[config.mk]
export PLATFORM = sky130hd
export DESIGN_NAME = sos_board_engine
export DESIGN_NICKNAME = d
export VERILOG_FILES = /design/src/rtl/sos_pkg.sv /design/src/rtl/sos_line_check.sv /design/src/rtl/sos_board_engine.sv
export SDC_FILE = /design/constraint.sdc
export NUM_CORES = 1
export LEC_CHECK = 0
export ABC_AREA = 1
export CORE_AREA = 2 2 104 106
export DETAILED_ROUTE_END_ITERATION = 10
export DIE_AREA = 0 0 106 108
export PLACE_DENSITY = 0.69
export RECOVER_POWER = 25
export SLEW_MARGIN = 20
export SYNTH_ARGS = -nofsm -noshare
export SYNTH_HDL_FRONTEND = slang
export SYNTH_HIERARCHICAL = 1
export SYNTH_SLANG_ARGS = --single-unit
[constraint.sdc]
create_clock -name Clock -period 10.5 [get_ports Clock]
set_clock_uncertainty 0.1 [all_clocks]
set_input_delay 2.1 -clock Clock [delete_from_list [all_inputs] [get_ports Clock]]
set_output_delay 2.1 -clock Clock [all_outputs]
set_load 0.1 [all_outputs]
[src/rtl/sos_pkg.sv]
// Shared definitions for the SOS board engine: cell and winner codes,
// controller states and the 8-direction offset table.
package sos_pkg;

  localparam logic [1:0] CELL_EMPTY = 2'b00;
  localparam logic [1:0] CELL_S     = 2'b01;
  localparam logic [1:0] CELL_O     = 2'b10;

  localparam logic [1:0] WIN_NONE = 2'b00;
  localparam logic [1:0] WIN_P1   = 2'b01;
  localparam logic [1:0] WIN_P2   = 2'b10;
  localparam logic [1:0] WIN_DRAW = 2'b11;

  typedef enum logic [2:0] {
    ST_IDLE,
    ST_CHECK,
    ST_PLACE,
    ST_SCAN,
    ST_UPDATE
  } state_t;

  // Row offset for direction d in the order N, NE, E, SE, S, SW, W, NW.
  function automatic logic signed [1:0] dir_drow(input logic [2:0] d);
    case (d)
      3'd0, 3'd1, 3'd7: dir_drow = 2'sb11;
      3'd3, 3'd4, 3'd5: dir_drow = 2'sb01;
      default:          dir_drow = 2'sb00;
    endcase
  endfunction

  // Column offset for direction d in the same order.
  function automatic logic signed [1:0] dir_dcol(input logic [2:0] d);
    case (d)
      3'd1, 3'd2, 3'd3: dir_dcol = 2'sb01;
      3'd5, 3'd6, 3'd7: dir_dcol = 2'sb11;
      default:          dir_dcol = 2'sb00;
    endcase
  endfunction

endpackage

[src/rtl/sos_line_check.sv]
// Match test for one scan direction. back is cell-d, fwd1 is cell+d and
// fwd2 is cell+2d; an out-of-range neighbour never matches.
module sos_line_check (
  input  logic [1:0] letter_i,
  input  logic       primary_dir_i,
  input  logic [1:0] back_i,
  input  logic       back_ok_i,
  input  logic [1:0] fwd1_i,
  input  logic       fwd1_ok_i,
  input  logic [1:0] fwd2_i,
  input  logic       fwd2_ok_i,
  output logic       match_o
);
  import sos_pkg::*;

  // S starts a line outward; O sits in the middle and only looks along the
  // first four directions so that each line through it counts once.
  always_comb begin
    match_o = 1'b0;
    if (letter_i == CELL_S) begin
      match_o = fwd1_ok_i && fwd2_ok_i && (fwd1_i == CELL_O) && (fwd2_i == CELL_S);
    end else if ((letter_i == CELL_O) && primary_dir_i) begin
      match_o = back_ok_i && fwd1_ok_i && (back_i == CELL_S) && (fwd1_i == CELL_S);
    end
  end

endmodule

[src/rtl/sos_board_engine.sv]
// SOS game engine: handshake move entry, legality check, board write,
// sequential 8-direction line scan, then score/turn/game-over update.
module sos_board_engine #(
  parameter int ROWS    = 3,
  parameter int COLS    = 3,
  parameter int SCORE_W = 4
) (
  input  logic               Clock,
  input  logic               Reset,
  input  logic               new_game,
  input  logic               move_valid,
  output logic               move_ready,
  input  logic [2:0]         move_row,
  input  logic [2:0]         move_col,
  input  logic [1:0]         move_letter,
  output logic               move_illegal,
  output logic               move_done,
  output logic [3:0]         sos_found,
  output logic               current_player,
  output logic [SCORE_W-1:0] score_p1,
  output logic [SCORE_W-1:0] score_p2,
  output logic               game_over,
  output logic [1:0]         winner,
  input  logic [2:0]         rd_row,
  input  logic [2:0]         rd_col,
  output logic [1:0]         rd_cell
);
  import sos_pkg::*;

  localparam int                CELLS     = ROWS * COLS;
  localparam int                SCORE_MAX = (1 << SCORE_W) - 1;
  localparam int                SUM_W     = ((SCORE_W > 4) ? SCORE_W : 4) + 1;
  localparam logic signed [4:0] ROWS_S    = 5'(ROWS);
  localparam logic signed [4:0] COLS_S    = 5'(COLS);

  state_t               state_q, state_d;
  logic [1:0]           board_q [ROWS][COLS];
  logic [2:0]           row_q, col_q, dir_q;
  logic [1:0]           let_q;
  logic [3:0]           acc_q, sos_q;
  logic [6:0]           filled_q;
  logic [SCORE_W-1:0]   p1_q, p2_q;
  logic                 player_q, over_q;
  logic [1:0]           winner_q;

  logic                 clear, illegal, match;
  logic signed [1:0]    dr, dc;
  logic signed [4:0]    dr5, dc5, r0, c0, r1, c1, r2, c2, rb, cb;
  logic [SUM_W-1:0]     sum;
  logic [SCORE_W-1:0]   sat, p1_new, p2_new;
  logic [1:0]           winner_new;

  function automatic logic in_range(input logic signed [4:0] r, input logic signed [4:0] c);
    in_range = (r >= 5'sd0) && (r < ROWS_S) && (c >= 5'sd0) && (c < COLS_S);
  endfunction

  // Coordinates that miss every cell (negative or too large) read as empty.
  function automatic logic [1:0] cell_at(input logic signed [4:0] r, input logic signed [4:0] c);
    cell_at = CELL_EMPTY;
    for (int unsigned ri = 0; ri < ROWS; ri++) begin
      for (int unsigned ci = 0; ci < COLS; ci++) begin
        if ((r == 5'(ri)) && (c == 5'(ci))) cell_at = board_q[ri][ci];
      end
    end
  endfunction

  assign clear          = Reset || new_game;
  assign sos_found      = sos_q;
  assign current_player = player_q;
  assign score_p1       = p1_q;
  assign score_p2       = p2_q;
  assign game_over      = over_q;
  assign winner         = winner_q;

  // Display read port and neighbour coordinates for the current scan step.
  always_comb begin
    rd_cell = cell_at($signed({2'b00, rd_row}), $signed({2'b00, rd_col}));
    dr      = dir_drow(dir_q);
    dc      = dir_dcol(dir_q);
    dr5     = {{3{dr[1]}}, dr};
    dc5     = {{3{dc[1]}}, dc};
    r0      = $signed({2'b00, row_q});
    c0      = $signed({2'b00, col_q});
    r1      = r0 + dr5;
    c1      = c0 + dc5;
    r2      = r1 + dr5;
    c2      = c1 + dc5;
    rb      = r0 - dr5;
    cb      = c0 - dc5;
    illegal = !in_range(r0, c0) || ((let_q != CELL_S) && (let_q != CELL_O)) ||
              (cell_at(r0, c0) != CELL_EMPTY);
  end

  sos_line_check u_line_check (
    .letter_i      (let_q),
    .primary_dir_i (~dir_q[2]),
    .back_i        (cell_at(rb, cb)),
    .back_ok_i     (in_range(rb, cb)),
    .fwd1_i        (cell_at(r1, c1)),
    .fwd1_ok_i     (in_range(r1, c1)),
    .fwd2_i        (cell_at(r2, c2)),
    .fwd2_ok_i     (in_range(r2, c2)),
    .match_o       (match)
  );

  // Saturating score update for the mover and the resulting winner.
  always_comb begin
    sum    = player_q ? SUM_W'(p2_q) : SUM_W'(p1_q);
    sum    = sum + SUM_W'(acc_q);
    sat    = (sum > SUM_W'(SCORE_MAX)) ? '1 : SCORE_W'(sum);
    p1_new = player_q ? p1_q : sat;
    p2_new = player_q ? sat : p2_q;
    if (p1_new > p2_new)      winner_new = WIN_P1;
    else if (p1_new < p2_new) winner_new = WIN_P2;
    else                      winner_new = WIN_DRAW;
  end

  // Next-state and handshake/pulse outputs; a clear suppresses all pulses.
  always_comb begin
    state_d      = state_q;
    move_ready   = 1'b0;
    move_illegal = 1'b0;
    move_done    = 1'b0;
    case (state_q)
      ST_IDLE: begin
        move_ready = !over_q;
        if (move_valid && !over_q) state_d = ST_CHECK;
      end
      ST_CHECK: begin
        move_illegal = illegal && !clear;
        state_d      = illegal ? ST_IDLE : ST_PLACE;
      end
      ST_PLACE:  state_d = ST_SCAN;
      ST_SCAN:   if (dir_q == 3'd7) state_d = ST_UPDATE;
      ST_UPDATE: begin
        move_done = !clear;
        state_d   = ST_IDLE;
      end
      default:   state_d = ST_IDLE;
    endcase
    if (clear) state_d = ST_IDLE;
  end

  // State register and game datapath.
  always_ff @(posedge Clock) begin
    state_q <= state_d;
    if (clear) begin
      for (int unsigned ri = 0; ri < ROWS; ri++)
        for (int unsigned ci = 0; ci < COLS; ci++)
          board_q[ri][ci] <= CELL_EMPTY;
      row_q    <= '0;
      col_q    <= '0;
      let_q    <= '0;
      dir_q    <= '0;
      acc_q    <= '0;
      sos_q    <= '0;
      filled_q <= '0;
      p1_q     <= '0;
      p2_q     <= '0;
      player_q <= 1'b0;
      over_q   <= 1'b0;
      winner_q <= WIN_NONE;
    end else begin
      case (state_q)
        ST_IDLE: begin
          if (move_valid && !over_q) begin
            row_q <= move_row;
            col_q <= move_col;
            let_q <= move_letter;
          end
        end
        ST_PLACE: begin
          for (int unsigned ri = 0; ri < ROWS; ri++)
            for (int unsigned ci = 0; ci < COLS; ci++)
              if ((r0 == 5'(ri)) && (c0 == 5'(ci))) board_q[ri][ci] <= let_q;
          filled_q <= filled_q + 7'd1;
          acc_q    <= '0;
          dir_q    <= '0;
        end
        ST_SCAN: begin
          acc_q <= acc_q + {3'b000, match};
          dir_q <= dir_q + 3'd1;
        end
        ST_UPDATE: begin
          sos_q <= acc_q;
          p1_q  <= p1_new;
          p2_q  <= p2_new;
          if (acc_q == 4'd0) player_q <= !player_q;
          if (filled_q == 7'(CELLS)) begin
            over_q   <= 1'b1;
            winner_q <= winner_new;
          end
        end
        default: ;
      endcase
    end
  end

endmodule

* Word-level counts from Yosys, hierarchy flattened *
Memories as Yosys holds them, arrays and structs flattened.
Cells that the tools add are included.

cells by class
  divide/modulo/power cells = 0
  order comparisons = 17
  shifts and indexed selects = 0
  multipliers = 0
  mux-type cells = 111
  equality and inequality tests = 42
  bitwise logic cells = 10
  reductions and logical operators = 102
  add/sub/neg operators = 10

operator list
  cell                                                                           count
  2-bit 2-to-1 mux                                                               56
  1-bit logical AND                                                              70
  1-bit 2-to-1 mux                                                               44
  5-bit logical NOT                                                              8
  5-bit by 1-bit == test with 1-bit output (second input constant)               6
  5-bit by 2-bit == test with 1-bit output (second input constant)               6
  5-bit by 1-bit >= comparator with 1-bit output (second input constant)         6
  5-bit by 3-bit less-than comparator with 1-bit output (second input constant)  6
  3-bit by 2-bit == test with 1-bit output (second input constant)               8
  3-bit by 1-bit == test with 1-bit output (second input constant)               6
  3-bit logical NOT                                                              6
  4-bit 2-to-1 mux                                                               4
  3-bit == test (second input constant)                                          5
  3-bit one-hot mux with 4 select lines                                          1
  3-bit OR reduction                                                             4
  4-bit by 2-bit adder with 5-bit output                                         2
  5-bit by 2-bit adder with 5-bit output                                         2
  4-bit by 2-bit subtractor with 5-bit output                                    2
  1-bit bitwise OR                                                               9
  2-bit by 1-bit == test with 1-bit output (second input constant)               4
  2-bit one-hot mux with 2 select lines                                          2
  4-bit one-hot mux with 2 select lines                                          1
  2-bit AND reduction                                                            4
  7-bit by 1-bit adder with 7-bit output (second input constant)                 1
  other kinds (18)                                                               29

word-level totals
  output and inout port bits = 21
  bits of input ports = 18
  logic and storage cells = 306
  bits in writable memories = 18
  latch bits = 0
  bits in read-only memories = 0
  memories = 1
  flip-flop bits (word level) = 41

memories
  memory   words  width  read ports  clocked after Yosys merged registers in  write ports  line                    RTL
  board_q  3      6      3           0                                        3            sos_board_engine.sv:37  logic [1:0] board_q [ROWS][COLS];

* Logic depth before layout (Yosys ltp) *
Gate-level depths: netlist of the first run.

  depth in word-level cells = 22
  gate-level depth with buffers = 34
  depth with buffers taken out = 34

* By module *
Netlist of the first run, hierarchy kept.

modules (own cells, without submodules)
  module            area each (sq um)  times used  cells an instance  sequential area each (sq um)
  sos_board_engine  4,996.0            1           756                1,361.3
  sos_line_check    70.1               1           18                 0.0

* Worst setup path after synthesis of the first run *
OpenSTA, ideal clock, no wires.

  path type = input port to output port
  start = in rd_col[2]
  end = out rd_cell[0]
  cell stages on the path = 5
  path slack = 4.179 ns
  buffers on the path = 0
  arrival time = 4.121 ns
  required time = 8.300 ns
  cell sequence = nor3_1 > inv_1 > nor2_1 > inv_1 > o2111ai_1

on the way
  cells in the longest elaborated chain, start to end = 11
  elaborated cells between the ends (all ways) = 21
  those cells by class = eq/ne: 2; mux: 9; reduce/logical: 10

ends and longest elaborated chain
  what                           line                    RTL
  start: declaration             sos_board_engine.sv:25  input logic [2:0] rd_col,
  3-bit logical NOT              sos_board_engine.sv:62  if ((r == 5'(ri)) && (c == 5'(ci))) cell_at = board_q[ri][ci];
  1-bit logical AND              sos_board_engine.sv:62
  2-bit 2-to-1 mux (8 in a row)  sos_board_engine.sv:62
  2-bit 2-to-1 mux *             sos_board_engine.sv:62
  end: declaration               sos_board_engine.sv:26  output logic [1:0] rd_cell

Every way passes the cells marked *; elsewhere a longest branch is shown, timed or not.

* Final worst setup path of the first run *
  start = in new_game
  end = out move_done

on the way
  cells in the longest elaborated chain, start to end = 3

ends and longest elaborated chain
  what                line                     RTL
  start: declaration  sos_board_engine.sv:10   input logic new_game,
  1-bit logical OR    sos_board_engine.sv:67   assign clear = Reset || new_game;
  1-bit logical NOT   sos_board_engine.sv:136  move_done = !clear;
  1-bit 2-to-1 mux    sos_board_engine.sv:124  case (state_q)
  end: declaration    sos_board_engine.sv:17   output logic move_done,

Every way passes these cells.

==> results.cfg, run 1 <==
[clock_tree]
cts_hold_buf = 0
clock_sinks = 59
htree_levels = 3
postCtsSetupBuffers = 0
cts_tree = built
cts_root_buf = clkbuf_8
cts_resized = 0
clkLatencyLatePin_ps = 340
clkTransAtPathRegs_ps = 70
cts_buffers = 9
clk_path_buf_depth = 2

[logic_synthesis]
ys_top_cells_by_count = 148 x nand2_1, 115 x inv_1, 108 x nor2_1
synthesis.nets = 838
yosys.cell_count.top_type = nand2_1
postSynth.topFlopCell = dfxtp_1
seq_area_frac_synth = 0.269
ys.warnings.count = 6
synthCells = 774
yosysTopAreaCellShare = 0.162
synth_edf_count = 18
async_flop_share = 0
synth.area.top_cells = dfxtp_1 16%, nand2_1 11%, edfxtp_1 11%
synth_cell_types = 40
syn-cell-area_sq_um = 5070
postSynthAreaPerCell_sq_um = 6.55
synth-seq-cells = 59
synth_top_cell_by_area = dfxtp_1

[status]
status = finished, violations left
violations = max-capacitance violations, max-slew violations

[pwr]
seq_power_share = 0.456
internal_power_uw = 391
p_comb_frac = 0.155
p_per_area_nw_per_um2 = 93.7
clockPowerShare = 0.389
p_total_uw = 542
power.switching_uw = 151
netSwitchingFraction = 0.279
ir_drop_v = 0.0000806
p_leak_uw = 0.00252

[sta]
fmax_mhz = 121
post-route-period-util = 0.786
worst_pin_slew_ps = 1830
maxSlewViolCount = 51
setup_tns_ps = 0
slew-limit-headroom = -0.223
finalHoldViolations = 0
rsz0062_at_grt = false
min_period_ps = 8250
setup_viol = 0

[worst_setup_path]
rrSetupSlack_ps = 5020
critPathLaunch = new_game
r2r-start = dir_q[1]$_SDFFE_PN0P_
crit_family = buffers and inverters
required_ps = 8300
cpMaxStageDelayCell = clkbuf_1
worstSetupPathType = input port to primary output
crit_cells = 6
cp-start-kind = input port
cp.arrival_ps = 6050
path_cells = dlygate4sd3_1, nor2_2, clkbuf_1, inv_1, nor2_1, clkdlybuf4s50_1
path_buf_inv = 4
endpoint_kind = primary output
cp_max_fo = 50
r2r_cells = 31
rr_endpoint = acc_q[2]$_SDFFE_PN0P_
critPathMaxStageDelay_ps = 1310

[grt]
first_global_vias = 4964
grt_max_degree = 51
grt_pass1_wl_um = 22500
overflow = 0
antenna_found_initial = 0
grt_use_total = 0.244

[cells_and_area]
layout-drive-gt1-share = 0.0453
n_fill_cell = 986
diodes = 0
utilization = 0.566
multi_input_area_sq_um = 3210
final_nets = 875
area_growth_pct = 14.2
instances_no_fill = 952
register_area_sq_um = 1360

[floorplanning]
start_util = 0.495
io_pins = 39
row_count = 37
die_w_um = 106
chipHeight_um = 108
dieArea_sq_um = 11400
fp.coreArea_sq_um = 10200

[place]
gp_congestion = 0.984
port_buffers = 38
detailed_place_hpwl_um = 10800
dp.cells = 936

[worst_hold_path]
hold_class = register to register
min_to = filled_q[6]$_SDFFE_PN0P_
hp-start = filled_q[6]$_SDFFE_PN0P_
hold_depth = 2

[detailed_routing]
avgViaCountPerCell = 5.56
vias = 5290
avgRoutedWirePerCell_um = 14.6
wl_um = 13900
first_pass_iters = 5
remaining_drc_errors = 0
ant_nets = 0
drtIter0Drc = 350

[run]
cap_violations = 1
## cell type report
class,instances,area share
multi-input combinational,580,0.555
sequential,59,0.235
inverter,121,0.0785
timing repair buffer,40,0.0677
tap,136,0.0294
clock buffer,14,0.0283
clock inverter,2,0.00584
## registers in the layout, indices dropped and copies added, names as in the netlist
register	cells
board_q	18
let_q	2
game_over	1
row_q	3
score_p1	4
acc_q	4
winner	2
dir_q	3
filled_q	7
state_q	3
sos_found	4
col_q	3
current_player	1
score_p2	4
## through the flow
step           hold WS, ps  area (sq um)  setup slack, ps
2_1_floorplan          339          5070             4180
3_3_place_gp           352          5590             3550
3_5_place_dp           367          5590             3400
4_1_cts                378          5790             3410
5_1_grt                422          5790             1870
6_report               376          5790             2250
## cells in the final DEF (no fill, tap or decap), types with 6 or more instances in the layout
| master | instances |
|---|---|
| nor2_1 | 107 |
| nand3_1 | 83 |
| fa_1 | 6 |
| nand4_1 | 20 |
| xnor2_1 | 8 |
| inv_1 | 115 |
| dfxtp_1 | 41 |
| a21oi_1 | 48 |
| edfxtp_1 | 18 |
| nand2_1 | 148 |
| clkdlybuf4s50_1 | 37 |
| xor2_1 | 6 |
| clkbuf_8 | 9 |
| nor3_1 | 19 |
| ha_1 | 40 |
| o21ai_0 | 52 |
## worst reg2reg max path: cells and delay by family (launching register included)
family	cells	cell delay, ps
fa+ha+maj	7	1990
buf+inv	4	450
xor+xnor	1	330
flops	1	380
compound gates	4	650
simple gates	15	1520
## cell families (layout without fill, tap and decap cells)
| logic type | Yosys count | count (layout) | synth area share |
|---|---|---|---|
| adder cells (fa/ha/maj) | 46 | 46 | 0.123 |
| XOR/XNOR | 15 | 15 | 0.0274 |
| flip-flops | 59 | 59 | 0.269 |
| AND/OR/NAND/NOR | 403 | 403 | 0.354 |
| buffers and inverters | 135 | 177 | 0.100 |
| AO/OA/AOI/OAI | 116 | 116 | 0.127 |
## worst max-delay path by stage
stage            endpoint  slack (ps)
2_1_floorplan  rd_cell[0]        4180
3_3_place_gp   rd_cell[0]        3550
3_5_place_dp   rd_cell[0]        3400
4_1_cts        rd_cell[0]        3410
5_1_grt         move_done        1870
6_report        move_done        2250
## routing by layer
| layer | vias to the layer above | track usage | part of all wire |
|---|---|---|---|
| met1 | 2461 | 0.308 | 0.44 |
| met3 | 43 | 0.0325 | 0.050 |
| li1 | 2614 | - | - |
| met4 | 0 | 0.114 | 0.034 |
| met5 | - | 0 | 0 |
| met2 | 172 | 0.417 | 0.47 |
## power groups by stage
stage          logic, uW  clock network [uW]  registers (uW)
5_1_grt             93.1                 222             247
4_1_cts             83.2                 214             247
6_report            84.2                 211             247
3_5_place_dp        82.8                   0             252
2_1_floorplan       58.3                   0             248
3_3_place_gp        79.5                   0             252
Power figures use the tool's default switching activity.
==> run 2, diff against run 1 <==
--- a/config.mk
+++ b/config.mk
@@ -9,7 +9,7 @@
 export CORE_AREA = 2 2 104 106
 export DETAILED_ROUTE_END_ITERATION = 10
 export DIE_AREA = 0 0 106 108
-export PLACE_DENSITY = 0.69
+export PLACE_DENSITY = 0.72
 export RECOVER_POWER = 25
 export SLEW_MARGIN = 20
 export SYNTH_ARGS = -nofsm -noshare
==> constraint.sdc (replaced) <==
create_clock -name Clock -period 7 [get_ports Clock]
set_clock_uncertainty 0.1 [all_clocks]
set_input_delay 1.4 -clock Clock [delete_from_list [all_inputs] [get_ports Clock]]
set_output_delay 1.4 -clock Clock [all_outputs]
set_load 0.1 [all_outputs]
==> run 2 against run 1 <==
Effect of this change: the flow now finishes without violations; highest routed layer unchanged; setup slack lost 920 ps; sequential power grew 50%; routed wire length shrank 3.6%; hold slack is essentially flat; critical endpoint is now rd_cell[0]; clock power grew 46%; count of clock-buffer cells in the layout shrank 3; total power grew 48%; combinational power grew 48%; first-iteration DRC count grew 4.0%; cell area is essentially flat.
==> results.cfg, run 2 (synthesis gave the netlist of run 1 again) <==
[floorplanning]
dieArea_sq_um = 11400
chipHeight_um = 108
die_w_um = 106
start_util = 0.495
fp.coreArea_sq_um = 10200
row_count = 37
io_pins = 39

[cells_and_area]
area_growth_pct = 14.2
diodes = 0
final_nets = 875
n_fill_cell = 945
regMostFlops = board_q
top_regs = board_q (18), filled_q (7)
largest_register_ffs = 18
layout-drive-gt1-share = 0.0515
final_common_cell = nand2_1
final_cell_mix = 148 x nand2_1, 115 x inv_1, 107 x nor2_1

[clock_tree]
clkLatencyLatePin_ps = 350
postCtsSetupBuffers = 0
clk_path_buf_depth = 2
cts_buffers = 9
htree_levels = 3
clkTransAtPathRegs_ps = 60
cts_tree = built
clock_sinks = 59
cts_resized = 0
cts_hold_buf = 0
cts_root_buf = clkbuf_8

[worst_setup_path]
cpMaxStageDelayCell = clkdlybuf4s50_1
cp.arrival_ps = 4180
path_cells = clkdlybuf4s50_1, nor3_1, nand3_1, nand2_1, a31oi_1, a32o_1, o2111ai_1, clkdlybuf4s50_1
cp-start-kind = input port
worstSetupPathType = input port to primary output
required_ps = 5500
cp_max_fo = 6
endpoint_kind = primary output
critPathMaxStageDelay_ps = 1170
cp_common_cell = clkdlybuf4s50_1

[pwr]
ir_drop_v = 0.000138
p_leak_uw = 0.00253
p_per_area_nw_per_um2 = 139

[place]
port_buffers = 38
gp_congestion = 0.952
detailed_place_hpwl_um = 10500

[sta]
finalHoldViolations = 0
min_period_ps = 5680
rsz0062_at_grt = false
post-route-period-util = 0.811
worst_pin_slew_ps = 976
slew-limit-headroom = 0.347
setup_tns_ps = 0
maxSlewViolCount = 0
setup_viol = 0
fmax_mhz = 176
worst_hold_slack_ps = 375

[grt]
first_global_vias = 4898
overflow = 0
antenna_found_initial = 0
grt_pass1_wl_um = 22500
grt_use_total = 0.246
grt_max_degree = 51

[detailed_routing]
drtIter0Drc = 364
ant_nets = 0
vias = 5181
avgRoutedWirePerCell_um = 14.0
wl_um = 13400
avgViaCountPerCell = 5.44
remaining_drc_errors = 0
first_pass_iters = 7

[run]
cap_violations = 0

[status]
status = complete, no violations

[worst_hold_path]
hold_class = register to register
[run 2: critical path, delay by kind of cell]
kind / cells / cell delay [ps]
compound gates: 3 / 390
buf+inv: 2 / 1610
simple gates: 3 / 770
[run 2: layout make-up]
cell class	instances	area, sq um	share of cell area
well taps	136	170	0.0294
repair buffers	40	395	0.0683
inverters	121	454	0.0785
multi-input cells	580	3210	0.555
clock buffers	11	141	0.0244
flip-flops and latches	59	1360	0.235
clock inverters	5	51.3	0.00887
[run 2: report_power, final]
group / switching, uW / internal (uW) / total (uW)
Sequential: 11.9 / 359 / 371
Clock: 136 / 172 / 308
Combinational: 83.8 / 41.6 / 125
Total: 232 / 573 / 804
[run 2: layer usage]
metal	share of wire	vias to the layer above	track usage
met4	0.031	0	0.109
met2	0.46	196	0.411
met1	0.43	2331	0.314
li1	-	2612	-
met5	0	-	0
met3	0.073	42	0.0440
[run 2: worst paths after layout]
path,startpoint,end,slack [ps],depth (start not counted)
worst max register to register,dir_q[1]$_SDFFE_PN0P_,acc_q[2]$_SDFFE_PN0P_,1580,31
worst min register to register,filled_q[6]$_SDFFE_PN0P_,filled_q[6]$_SDFFE_PN0P_,380,2
worst max-delay path,rd_col[2],rd_cell[0],1320,8
worst min-delay path,filled_q[6]$_SDFFE_PN0P_,filled_q[6]$_SDFFE_PN0P_,380,2
[run 2: metrics by stage]
stage | util | std cells | power, uW | instance area [sq um] | worst slack (ps)
after floorplan | - | 774 | 460 | 5070 | 2080
after global placement | 0.546 | 936 | 497 | 5590 | 1460
after detailed placement | 0.546 | 936 | 501 | 5590 | 1360
after CTS | 0.565 | 952 | 808 | 5780 | 1360
after global routing | 0.565 | 952 | 840 | 5790 | 966
final | 0.565 | 952 | 804 | 5790 | 1320
==> run 3, diff against run 2 <==
--- a/config.mk
+++ b/config.mk
@@ -9,7 +9,7 @@
 export CORE_AREA = 2 2 104 106
 export DETAILED_ROUTE_END_ITERATION = 10
 export DIE_AREA = 0 0 106 108
-export PLACE_DENSITY = 0.72
+export PLACE_DENSITY = 0.69
 export RECOVER_POWER = 25
 export SLEW_MARGIN = 20
 export SYNTH_ARGS = -nofsm -noshare
==> constraint.sdc (replaced) <==
create_clock -name Clock -period 5.8 [get_ports Clock]
set_clock_uncertainty 0.1 [all_clocks]
set_input_delay 1.16 -clock Clock [delete_from_list [all_inputs] [get_ports Clock]]
set_output_delay 1.16 -clock Clock [all_outputs]
set_load 0.1 [all_outputs]
==> run 3 against run 2 <==
Effect of this change: hold slack lost 3.2 ps; critical path depth up 23; sequential share of layout area down 0.14 points; register-to-register slack worse by 1100 ps; sequential cell count did not move; via count rose by 0.23%; non-clock buffer count up 1; routed wire length is 3.2% higher; sequential power is 21% higher; core utilization grew 0.33 points; largest cell class unchanged; largest power group unchanged.
==> results.cfg, run 3 (synthesis gave the netlist of run 1 again) <==
[status]
status = complete, no violations

[floorplanning]
row_count = 37
dieArea_sq_um = 11400
die_w_um = 106
start_util = 0.495
fp.coreArea_sq_um = 10200
io_pins = 39
chipHeight_um = 108

[detailed_routing]
vias = 5193
avgRoutedWirePerCell_um = 14.5
remaining_drc_errors = 0
ant_nets = 0
first_pass_iters = 7
wl_um = 13800
avgViaCountPerCell = 5.45
drtIter0Drc = 334

[cells_and_area]
n_fill_cell = 1011
area_growth_pct = 14.9
layout-drive-gt1-share = 0.0575
final_nets = 876
utilization = 0.569
final_common_cell = nand2_1
multi_input_area_sq_um = 3220
register_area_sq_um = 1360
largest_register_ffs = 18
top_regs = board_q (18), filled_q (7)
final_cell_mix = 148 x nand2_1, 115 x inv_1, 107 x nor2_1
regMostFlops = board_q
diodes = 0

[clock_tree]
clkTransAtPathRegs_ps = 60
cts_hold_buf = 0
postCtsSetupBuffers = 0
clock_sinks = 59
cts_root_buf = clkbuf_8
cts_buffers = 9
cts_resized = 0
clk_path_buf_depth = 2
cts_tree = built
clkLatencyLatePin_ps = 350
htree_levels = 3

[worst_setup_path]
cp.arrival_ps = 5520
cpMaxStageDelayCell = fa_1
cp_common_cell = nand2_1
cp-start-kind = register
worstSetupPathType = register to register
critPathMaxStageDelay_ps = 430
required_ps = 5970
cp_max_fo = 12
endpoint_kind = register

[run]
cap_violations = 0

[pwr]
netSwitchingFraction = 0.275
seq_power_share = 0.444
power.switching_uw = 277
p_leak_uw = 0.00256
p_per_area_nw_per_um2 = 173
ir_drop_v = 0.000167
clockPowerShare = 0.404
p_comb_frac = 0.152
internal_power_uw = 731

[sta]
post-route-period-util = 0.922
setup_viol = 0
setup_tns_ps = 0
worst_pin_slew_ps = 992
slew-limit-headroom = 0.337
fmax_mhz = 187
min_period_ps = 5350
rsz0062_at_grt = false
finalHoldViolations = 0
maxSlewViolCount = 0

[grt]
grt_max_degree = 51
antenna_found_initial = 0
first_global_vias = 4824
grt_pass1_wl_um = 22300
grt_use_total = 0.248
overflow = 0

[place]
gp_congestion = 0.921
detailed_place_hpwl_um = 10700
port_buffers = 38

[worst_hold_path]
hold_class = register to register
run 3: cell types whose count changed in the layout (fill, tap and decap cells not counted):
cell,before,now
inv_4,1,0
xnor2_2,0,1
clkbuf_16,0,2
clkdlybuf4s50_1,37,33
clkinv_2,3,2
xnor2_1,8,7
clkinv_1,2,3
clkbuf_8,10,9
buf_4,2,7
run 3: worst paths after layout:
check                                              start                  endpoint  slack, ps  depth (start not counted)
worst max register to register     dir_q[1]$_SDFFE_PN0P_     acc_q[2]$_SDFFE_PN0P_        450                         31
worst max-delay path               dir_q[1]$_SDFFE_PN0P_     acc_q[2]$_SDFFE_PN0P_        450                         31
worst min register to register  filled_q[6]$_SDFFE_PN0P_  filled_q[6]$_SDFFE_PN0P_        370                          2
worst min-delay path            filled_q[6]$_SDFFE_PN0P_  filled_q[6]$_SDFFE_PN0P_        370                          2
run 3: per-layer routing:
metal / wire, um / global-route usage / up-vias
met2: 6520 / 0.424 / 152
met5: 0 / 0 / -
met3: 813 / 0.0422 / 28
met1: 6080 / 0.316 / 2393
li1: - / - / 2620
met4: 379 / 0.0921 / 0
run 3: metrics by stage:
| step | cell area [sq um] | cells | setup slack [ps] | hold slack [ps] | power, uW |
|---|---|---|---|---|---|
| floorplan | 5070 | 774 | 1270 | 339 | 555 |
| global placement | 5580 | 937 | 619 | 349 | 605 |
| global route | 5820 | 953 | 6.86 | 421 | 1050 |
| finish | 5820 | 953 | 454 | 372 | 1010 |
| CTS | 5810 | 953 | 487 | 374 | 1020 |
| detailed placement | 5590 | 937 | 515 | 362 | 607 |
run 3: critical path, delay by kind of cell, from the launching register on:
family	cells	cell delay, ps
compound gates	4	570
buf+inv	4	450
simple gates	15	1550
xor+xnor	1	270
flops	1	370
fa+ha+maj	7	1960
run 3: layout make-up:
| cell class | instances | area share |
|---|---|---|
| Clock inverter | 4 | 0.00753 |
| Sequential cell | 59 | 0.234 |
| Tap cell | 136 | 0.0292 |
| Timing Repair Buffer | 41 | 0.0675 |
| Clock buffer | 12 | 0.0305 |
| Inverter | 121 | 0.0780 |
| Multi-Input combinational cell | 580 | 0.553 |
run 3: power by group through the flow:
stage	Combinational (uW)	Clock [uW]	Sequential, uW
floorplan	106	0	449
global placement	149	0	456
detailed placement	151	0	456
CTS	152	416	447
global route	171	432	448
finish	153	408	448
==> variant: new RTL, config.mk and constraints of run 3 <==
Encoding of `state_t`: now Gray code (3 bits for 5 states).
--- a/src/rtl/sos_pkg.sv
+++ b/src/rtl/sos_pkg.sv
@@ -12,11 +12,11 @@
   localparam logic [1:0] WIN_DRAW = 2'b11;
 
   typedef enum logic [2:0] {
-    ST_IDLE,
-    ST_CHECK,
-    ST_PLACE,
-    ST_SCAN,
-    ST_UPDATE
+    ST_IDLE   = 3'b000,
+    ST_CHECK  = 3'b001,
+    ST_PLACE  = 3'b011,
+    ST_SCAN   = 3'b010,
+    ST_UPDATE = 3'b110
   } state_t;
 
   // Row offset for direction d in the order N, NE, E, SE, S, SW, W, NW.
Behaviour: no difference found for any inputs over 10 cycles, from zero or initial values; not proved beyond that.
==> variant against run 3 <==
Fmax rose by 3.5%. Total power decreased by 7.6%. Synthesized area is 0.35% lower. Critical endpoint unchanged. Routed wire length decreased by 0.55%. Sequential cell count unchanged. Worst setup slack better by 180 ps. Clock power down 20%. Cell area shrank 1.2%.
==> variant: results (changes against run 3) <==
Detailed routing
  – Iter 0 DRT Violations: 352 (was 334)
  – WL final: 13,700 um (was 13,800 um)
  – Routed vias/inst: 5.50 (was 5.45)
  – Pre-antenna DRT Iters: 5 (was 7)

Min path
  – Hold Startpoint: winner[0] (was filled_q[6])

Finish
  – Multi-input logic area: 3220 sq um (about the same)
  – Layout cell share with drive strength beyond 1: 6.40% (was 5.75%)

Placed design
  – Place WS: 618 ps (was 515 ps)
  – Final RePlAce weighted congestion: 0.929 (was 0.921)
  – DP Area: 5580 sq um (was 5590 sq um)
  – Placed cells: 932 (was 937)
  – Hpwl dp: 10,700 um (about the same)

Critical path
  – Reg2Reg Setup Slack: 640 ps (was 450 ps)
  – CP arrival: 5350 ps (was 5520 ps)

Clock tree
  – Clock slew seen by the registers of the worst setup and hold paths: 80 ps (was 60 ps)

Power
  – Clk power: 0.000328 W (was 0.000408 W)
  – Maximum VDD drop: 0.134 mV (was 0.167 mV)
  – Switching portion of total power: 31.7% (was 27.5%)

Synthesis
  – Synth Area in Compound Gates: 13.4% (was 12.7%)
  – Most frequent cells after synthesis: nand2_1 (156), inv_1 (107), nor2_1 (90) (was nand2_1 (148), inv_1 (115), nor2_1 (108))
  – Post-Syn Nets: 832 (was 838)
  – Top cells by area, synth: dfxtp_1 (16%), nand2_1 (12%), edfxtp_1 (11%) (was dfxtp_1 (16%), nand2_1 (11%), edfxtp_1 (11%))

Status
  – Status: complete, no violations (unchanged)

Timing
  – Hold_ws: 373 ps (was 372 ps)

Global routing
  – Largest net degree at the start of global routing: 49 (was 51)
## variant: cell count changes in the layout (fill, tap and decap cells not counted), sizes merged, moves of 2 or more
cell,delta
nand3,+2
clkinv,+3
xnor2,-2
o211ai,+2
clkbuf,-3
nor2,-14
a21oi,-2
clkinvlp,+2
a31oi,+3
nand2,+7
and3,+2
inv,-7
a2111oi,+2
## variant: layer usage
metal | GRT usage [%] | wire length (um) | part of all wire [%]
met1 | 30.9 | 5780 | 42
met2 | 43.7 | 6640 | 48
met3 | 4.04 | 937 | 6.8
met4 | 10.3 | 354 | 2.6
met5 | 0 | 0 | 0
## variant: layout make-up
class / instances / share of cell area (%)
Sequential cell: 59 / 23.7
Timing Repair Buffer: 42 / 6.96
Clock buffer: 9 / 2.15
Clock inverter: 7 / 0.761
Multi-Input combinational cell: 580 / 56.0
Tap cell: 136 / 2.96
Inverter: 115 / 7.50
